### config.mk
export PLATFORM = sky130hd
export DESIGN_NAME = latch_seq_ctrl
export DESIGN_NICKNAME = d
export VERILOG_FILES = /design/src/rtl/latch_seq_pkg.sv /design/src/rtl/latch_golden_model.sv /design/src/rtl/latch_seq_ctrl.sv
export SDC_FILE = /design/constraint.sdc
export NUM_CORES = 1
export LEC_CHECK = 0
export ABC_AREA = 1
export CAP_MARGIN = 20
export CELL_PAD_IN_SITES_DETAIL_PLACEMENT = 1
export CELL_PAD_IN_SITES_GLOBAL_PLACEMENT = 2
export CORE_MARGIN = 1
export CORE_UTILIZATION = 34
export DETAILED_ROUTE_END_ITERATION = 12
export GPL_TIMING_DRIVEN = 0
export PLACE_DENSITY = 0.82
export SETUP_SLACK_MARGIN = 0.5
export SYNTH_ARGS = -nofsm -noshare
export SYNTH_HDL_FRONTEND = slang
export SYNTH_SLANG_ARGS = --single-unit
### constraint.sdc
create_clock -name clk -period 2.4 [get_ports clk]
set_input_delay 0.6 -clock clk [delete_from_list [all_inputs] [get_ports clk]]
set_output_delay 0.6 -clock clk [all_outputs]
set_load 0.05 [all_outputs]
### src/rtl/latch_seq_pkg.sv
// Shared types and helpers for the latch sequencer / self-checker.
package latch_seq_pkg;

    typedef enum logic [2:0] {
        IDLE,
        INIT_CLR,
        RELEASE,
        APPLY,
        CHECK,
        DONE
    } state_t;

    typedef struct packed {
        logic known;
        logic val;
    } gold_t;

    // Galois right-shift mask for x^8+x^6+x^5+x^4+1
    localparam logic [7:0] LFSR_TAPS = 8'hB8;

    function automatic logic [7:0] lfsr_step(input logic [7:0] l);
        return {1'b0, l[7:1]} ^ (l[0] ? LFSR_TAPS : 8'h00);
    endfunction

    // Returns {a,b} for the given pattern source
    function automatic logic [1:0] pattern(input logic m, input logic [1:0] step_lo,
                                           input logic [1:0] lfsr_lo);
        return m ? lfsr_lo : step_lo;
    endfunction

endpackage

### src/rtl/latch_golden_model.sv
// Next-golden and mismatch logic for the SR, JK and D NOR latches.
module latch_golden_model
    import latch_seq_pkg::*;
(
    input  logic       a,
    input  logic       b,
    input  logic [1:0] sr_gold,
    input  logic [1:0] jk_gold,
    input  logic [1:0] d_gold,
    input  logic       sr_q,
    input  logic       sr_qn,
    input  logic       jk_q,
    input  logic       jk_qn,
    input  logic       d_q,
    input  logic       d_qn,
    output logic [1:0] sr_next,
    output logic [1:0] jk_next,
    output logic [1:0] d_next,
    output logic       mismatch
);

    gold_t sr_n, jk_n, d_n;

    always_comb begin
        sr_n = gold_t'(sr_gold);
        jk_n = gold_t'(jk_gold);
        d_n  = gold_t'(d_gold);
        // 11 makes SR ambiguous and JK oscillate, so both become unknown
        case ({a, b})
            2'b10: begin sr_n = gold_t'(2'b11); jk_n = gold_t'(2'b11); end
            2'b01: begin sr_n = gold_t'(2'b10); jk_n = gold_t'(2'b10); end
            2'b11: begin sr_n.known = 1'b0;     jk_n.known = 1'b0;     end
            default: ;
        endcase
        if (b) begin
            d_n.known = 1'b1;
            d_n.val   = a;
        end
        mismatch = (sr_n.known && (sr_q != sr_n.val || sr_qn != ~sr_n.val)) ||
                   (jk_n.known && (jk_q != jk_n.val || jk_qn != ~jk_n.val)) ||
                   (d_n.known  && (d_q  != d_n.val  || d_qn  != ~d_n.val));
    end

    assign sr_next = sr_n;
    assign jk_next = jk_n;
    assign d_next  = d_n;

endmodule

### src/rtl/latch_seq_ctrl.sv
// Sequencer and self-checker driving the latches block through a pattern run.
//   state    | meaning
//   IDLE     | clr held, waiting for start
//   INIT_CLR | clr high for INIT_CYC cycles, golden forced to 0
//   RELEASE  | one cycle with all latch inputs low
//   APPLY    | pattern held on a/b for SETTLE_CYC cycles
//   CHECK    | sample NOR outputs, update golden, count error
//   DONE     | one-cycle done pulse, pass valid
module latch_seq_ctrl
    import latch_seq_pkg::*;
#(
    parameter int         NUM_STEPS  = 8,
    parameter int         SETTLE_CYC = 2,
    parameter int         INIT_CYC   = 2,
    parameter int         ERR_W      = 8,
    parameter logic [7:0] LFSR_SEED  = 8'hA5
) (
    input  logic             clk,
    input  logic             rst,
    input  logic             start,
    input  logic             mode,
    output logic             a,
    output logic             b,
    output logic             preset,
    output logic             clr,
    input  logic             sr_q,
    input  logic             sr_qn,
    input  logic             jk_q,
    input  logic             jk_qn,
    input  logic             d_q,
    input  logic             d_qn,
    output logic             busy,
    output logic             done,
    output logic             pass,
    output logic [ERR_W-1:0] err_cnt
);

    localparam logic [15:0] INIT_LD   = 16'(INIT_CYC - 1);
    localparam logic [15:0] SETTLE_LD = 16'(SETTLE_CYC - 1);
    localparam logic [7:0]  LAST_STEP = 8'(NUM_STEPS);

    state_t     state;
    logic       mode_q;
    logic [7:0] step;
    logic [7:0] lfsr;
    logic [15:0] tmr;
    gold_t      sr_gold, jk_gold, d_gold;
    logic [1:0] sr_next, jk_next, d_next;
    logic       mismatch;
    logic [7:0] step_nxt;
    logic [7:0] lfsr_nxt;

    assign step_nxt = step + 8'd1;
    assign lfsr_nxt = lfsr_step(lfsr);
    assign preset   = 1'b0;

    latch_golden_model u_gold (
        .a        (a),
        .b        (b),
        .sr_gold  (sr_gold),
        .jk_gold  (jk_gold),
        .d_gold   (d_gold),
        .sr_q     (sr_q),
        .sr_qn    (sr_qn),
        .jk_q     (jk_q),
        .jk_qn    (jk_qn),
        .d_q      (d_q),
        .d_qn     (d_qn),
        .sr_next  (sr_next),
        .jk_next  (jk_next),
        .d_next   (d_next),
        .mismatch (mismatch)
    );

    always_ff @(posedge clk or posedge rst) begin
        if (rst) begin
            state   <= IDLE;
            a       <= 1'b0;
            b       <= 1'b0;
            clr     <= 1'b1;
            busy    <= 1'b0;
            done    <= 1'b0;
            pass    <= 1'b0;
            err_cnt <= '0;
            lfsr    <= LFSR_SEED;
            mode_q  <= 1'b0;
            step    <= '0;
            tmr     <= '0;
            sr_gold <= '0;
            jk_gold <= '0;
            d_gold  <= '0;
        end else begin
            case (state)
                IDLE: begin
                    if (start) begin
                        state   <= INIT_CLR;
                        busy    <= 1'b1;
                        mode_q  <= mode;
                        err_cnt <= '0;
                        pass    <= 1'b0;
                        lfsr    <= LFSR_SEED;
                        step    <= '0;
                        tmr     <= INIT_LD;
                        sr_gold <= gold_t'(2'b10);
                        jk_gold <= gold_t'(2'b10);
                        d_gold  <= gold_t'(2'b10);
                    end
                end
                INIT_CLR: begin
                    if (tmr == '0) begin
                        state <= RELEASE;
                        clr   <= 1'b0;
                    end else begin
                        tmr <= tmr - 16'd1;
                    end
                end
                RELEASE: begin
                    state    <= APPLY;
                    {a, b}   <= pattern(mode_q, step[1:0], lfsr[1:0]);
                    tmr      <= SETTLE_LD;
                end
                APPLY: begin
                    if (tmr == '0) state <= CHECK;
                    else           tmr   <= tmr - 16'd1;
                end
                CHECK: begin
                    sr_gold <= gold_t'(sr_next);
                    jk_gold <= gold_t'(jk_next);
                    d_gold  <= gold_t'(d_next);
                    if (mismatch && err_cnt != '1) err_cnt <= err_cnt + 1'b1;
                    step <= step_nxt;
                    lfsr <= lfsr_nxt;
                    if (step_nxt == LAST_STEP) begin
                        state  <= DONE;
                        done   <= 1'b1;
                        pass   <= (err_cnt == '0) && !mismatch;
                        {a, b} <= 2'b00;
                        clr    <= 1'b1;
                    end else begin
                        state  <= APPLY;
                        {a, b} <= pattern(mode_q, step_nxt[1:0], lfsr_nxt[1:0]);
                        tmr    <= SETTLE_LD;
                    end
                end
                DONE: begin
                    state <= IDLE;
                    done  <= 1'b0;
                    busy  <= 1'b0;
                end
                default: state <= IDLE;
            endcase
        end
    end

endmodule

* Word-level counts from Yosys, hierarchy flattened
Index checks and enable logic that the tools add are counted.
** Storage, ports and cells
- Bits in registers :: 56
- Bits in latches :: 0
- RAM bits :: 0
- ROM bits :: 0
- Input port bits :: 10
- Output and inout port bits :: 15
- Logic and storage cells :: 119
- Memories kept :: 0
** Cells by class
- Add/sub/neg operators :: 3
- Multipliers :: 0
- Divide/modulo/power cells :: 0
- Magnitude comparators :: 0
- Equal/unequal tests :: 23
- Shift operators :: 0
- Multiplexer cells :: 40
- Bitwise gates (word level) :: 4
- Reduce and logical (&&, ||, !) cells :: 31
** Operators with widths (number)
- $pmux W16 S4 :: 1
- $mux W16 :: 3
- $pmux W8 S2 :: 3
- $mux W8 :: 4
- $pmux W1 S2 :: 10
- $add A8 B1 Y8 const B :: 2
- $logic_not A16 Y1 :: 1
- $sub A16 B1 Y16 const B :: 1
- $pmux W3 S5 :: 1
- $ne A2 B2 Y1 const B :: 7
- $mux W3 :: 4
- $pmux W2 S2 :: 3
- $reduce_and A3 Y1 :: 4
- $reduce_bool A2 Y1 :: 5
- $eq A8 B4 Y1 const B :: 1
- $logic_not A8 Y1 :: 1
- $mux W2 :: 4
- $ne A8 B8 Y1 const B :: 1
- $reduce_and A2 Y1 :: 4
- $xor A7 B8 Y8 :: 1
- $mux W1 :: 7
- $eq A3 B2 Y1 const B :: 2
- $eq A3 B3 Y1 const B :: 2
- $ne A1 B1 Y1 :: 6
- 11 further kinds :: 23

* Longest topological paths before layout
- Word-level depth :: 12
- Gate-level depth with buffers :: 12
- Mapped depth without buffers :: 12

* Cells and area by module
A second synthesis with hierarchy kept.
** Unflattened totals
- Cells, all modules :: 435
- Area, all modules :: 3265.6 um^2
** By module, submodules not included
- latch_seq_ctrl :: times used 1, cells each 388, area an instance 3042.9 um^2, seq. area each 1407.6 um^2
- latch_golden_model :: times used 1, cells each 47, area an instance 222.7 um^2, seq. area each 0.0 um^2

* Least setup slack after synthesis
Ideal clock, no wire load.
- Path kind :: register to register
- Start point :: register b
- End point :: register err_cnt[7]
- Library setup time :: 0.119 ns
- Arrival :: 2.076 ns
- Data required time :: 2.281 ns
- Setup slack :: 0.205 ns
- Cell stages (with the launch flop) :: 12
- Buffers on the path :: 0
- Clock period less this slack :: 2.195 ns
- Path through :: dfrtp_1 -> inv_1 -> ha_1 -> or2_2 -> nand2_1 -> nand2_1 -> nand3_1 -> nand3_1 -> nand2_2 -> nand2_2 -> nand2_1 -> nand2_1
** Between the ends
- Word-level cells in the longest chain between the ends :: 11
- Elaborated cells between the ends (all ways) :: 29
- Classes of those cells :: 10 x eq/ne; 5 x mux; 3 x bitwise; 11 x reduce/logical
** RTL lines
- from (decl) :: line latch_seq_ctrl.sv:23 : output logic b,
- from (signal assigned) :: line latch_seq_ctrl.sv:119 : {a, b} <= pattern(mode_q, step[1:0], lfsr[1:0]);
- from (signal assigned) :: line latch_seq_ctrl.sv:141 : {a, b} <= pattern(mode_q, step_nxt[1:0], lfsr_nxt[1:0]);
- $eq A2 B1 Y1 / $eq A2 B2 Y1 (equally long branches) :: line latch_golden_model.sv:29 : case ({a, b})
- $pmux W1 S2 :: line latch_golden_model.sv:29
- $not A1 Y1 (on tied branches) :: line latch_golden_model.sv:39, latch_golden_model.sv:40
- $ne A1 B1 Y1 (on tied branches) :: line latch_golden_model.sv:39, latch_golden_model.sv:40
- $logic_or A1 B1 Y1 (on tied branches) :: line latch_golden_model.sv:39, latch_golden_model.sv:40
- $logic_and A1 B1 Y1 (on tied branches) :: line latch_golden_model.sv:39, latch_golden_model.sv:40
- $logic_or A1 B1 Y1 :: line latch_golden_model.sv:39 : mismatch = (sr_n.known && (sr_q != sr_n.val || sr_qn != ~sr_n.val)) ||
- $logic_or A1 B1 Y1 * :: line latch_golden_model.sv:40 : (jk_n.known && (jk_q != jk_n.val || jk_qn != ~jk_n.val)) ||
- $logic_and A1 B1 Y1 * :: line latch_seq_ctrl.sv:130 : if (mismatch && err_cnt != '1) err_cnt <= err_cnt + 1'b1;
- $ne A2 B2 Y1 (no source line) *
- $reduce_and A3 Y1 (no source line) *
- to (signal assigned) :: line latch_seq_ctrl.sv:130
- to (decl) :: line latch_seq_ctrl.sv:35 : output logic [ERR_W-1:0] err_cnt
Every way passes the cells marked *; elsewhere a longest branch is shown, timed or not.
A chain may end at the register's enable or synchronous reset.

* Worst setup path in the final report
- Start point :: register busy
- End point :: output port busy
** RTL lines
- from (decl) :: line latch_seq_ctrl.sv:32 : output logic busy,
- from (signal assigned) :: line latch_seq_ctrl.sv:81 : busy <= 1'b0;
- from (signal assigned) :: line latch_seq_ctrl.sv:97 : busy <= 1'b1;
- from (signal assigned) :: line latch_seq_ctrl.sv:148 : busy <= 1'b0;
No word-level cell between the ends.

==> run summary <==
worst vdd ir - 416 uV
RD Place Congestion - 0.786
Max FO, Critical Path - 2
Cell Pwr Density - 1070 nW/um^2
sequential area share after synthesis - 41.8%
status - completed
CP Cell Sequence - dlygate4sd2_1
worst hold slack - 491 ps
Routed Antenna Nets - 0
All-Layer GR Usage - 18.5%
die area - 10,300 sq um
slew margin rel. - 58.8%
most common cell after layout, fill and taps aside - nand2_1
clk_lat worst skew - 310 ps
pre-CTS WS - 310 ps
CP Class - reg2out
clock tree buffer depth - 2
CTS sink cnt - 56
# diodes - 0
htree depth - 2
most frequent cells in the layout - nand2_1, dfrtp_1, inv_1
Worst Path Required - 1800 ps
initial DRC count - 91
Via density - 4.94
CTS Buf Count - 5
number of synthesized flops with an enable pin - 0
Seq cells post-synth - 56
YS warnings - 0
fmax - 0.544 GHz
area grow syn2layout - 19.9%
Final Max Slew Viols - 0
vias in the first global route - 3,149
first-pass GRT wire length - 15,000 um
Largest delay share family, worst path - buffers and inverters
MaxCap Viol Count - 0
Remaining Overflow, GRT - 0
CP peak stage delay - 530 ps
initial cell density of the core - 35.7%
Min-Delay Path Class - reg2reg
Post-route DRC - 0
Pre-antenna DRT Iters - 4
syn nets - 473
wire per inst - 14.2 um
Mean Syn Cell Area - 7.38 sq um
crit start category - flop
leakage power - 1.99 nW
layout cell share with drive strength beyond 1 - 19.1%
port buffer count - 23
synth unique cells - 37
Routed WL - 8810 um
post-layout util - 42.8%
CTS tree - built
Core Area - 9420 sq um
Buf/Inv on CP - 1
Syn Inst Count - 456
die height - 101 um
Setup Total Neg Slack - 0 ps
# IOs - 25
placed cells - 609
crit end category - output port
largest net degree at the start of global routing - 33
Final Non-Filler Cells - 622
die span in x - 101 um
period utilisation layout - 76.6%
initial antenna violation count - 0
Post-DP HPWL - 6480 um
Crit-path slowest cell - dlygate4sd2_1
Site Rows - 35
final setup margin - 562 ps
Final nets - 509
vias - 3,073
Async S/R FF share, synth - 100%
Worst-Margin Slew - 617 ps
Worst Skew - 5.01 ps
Setup Viol. Count Final - 0
RSZ-0062 raised after global routing - yes
clock period minus worst slack - 1840 ps
Clock Pin Slew Worst Setup and Hold Paths - 110 ps
final hold viol count - 0
crit path DAT - 1240 ps
mapped cell area - 3360 sq um
root buf cell - clkbuf_8
Top FF cell, synth - dfrtp_1
kinds of logic after synthesis:
| logic type | synth area share [%] |
|---|---|
| flip-flops | 41.8 |
| adder cells (fa/ha/maj) | 2.60 |
| other | 0.111 |
| AND/OR/NAND/NOR | 37.0 |
| AO/OA/AOI/OAI | 9.15 |
| buffers and inverters | 8.26 |
| XOR/XNOR | 1.04 |
cell type report:
cell class | count | area [sq um]
clock buffers | 7 | 86.3
clock inverters | 1 | 7.51
plain buffers | 10 | 60.1
flip-flops and latches | 56 | 1410
repair buffers | 29 | 277
multi-input cells | 331 | 1810
fillers | 1176 | 5380
inverters | 59 | 225
well taps | 129 | 161
where the power goes:
| part | switching, mW | internal (mW) |
|---|---|---|
| Sequential | 0.264 | 1.22 |
| Clock | 0.330 | 0.236 |
| Combinational | 1.45 | 0.801 |
| Total | 2.04 | 2.26 |
flip-flops by register name, indices dropped and copies added, names as in the netlist, 2 cells and up:
register  cells
tmr          16
err_cnt       8
lfsr          8
step          8
state         3
d_gold        2
jk_gold       2
sr_gold       2
worst paths after layout:
kind                                from    endpoint  slack (ps)  cells after the start
worst max-delay path                busy        busy         560                      1
worst min-delay path             lfsr[7]     lfsr[7]         490                      2
worst max register to register  state[1]  err_cnt[1]         600                      9
worst min register to register   lfsr[7]     lfsr[7]         490                      2
max in group asynchronous            rst     lfsr[5]        1080                      3
min in group asynchronous            rst     step[7]         700                      2
synth_stat cells (5+ instances only):
cell type  instances  area (sq um)
inv_2             12          45.0
dfrtp_1           51          1280
dfstp_2            5           131
nor3_1            12          60.1
o22ai_1            5          31.3
nand2_1          129           484
nor2_1            41           154
inv_1             46           173
nand2_2            7          43.8
ha_1               7          87.6
o21ai_0           22           110
nand3_1           47           235
a21oi_1           17          85.1
through the flow:
stage / area (sq um) / total power, mW
6_report: 4030 / 4.31
3_5_place_dp: 3800 / 3.65
2_1_floorplan: 3390 / 3.04
5_1_grt: 4030 / 4.70
4_1_cts: 3940 / 4.22
3_3_place_gp: 3780 / 3.58
per-layer routing:
layer / part of all wire, % / vias to the layer above / routed length, um / track usage (%)
met5: 0 / - / 0 / 0
met3: 2.5 / 5 / 223 / 2.28
met2: 47 / 39 / 4150 / 32.7
li1: - / 1541 / - / -
met1: 50 / 1488 / 4370 / 24.5
met4: 0.72 / 0 / 63 / 3.34
repair_timing:
item	CTS	global route
resized for setup	30	35
endpoints found under the setup margin	32	33
hold buffers	0	0
pin swaps	1	9
gates cloned	0	0
buffers inserted	2	3
(Power assumes the default switching activity.)
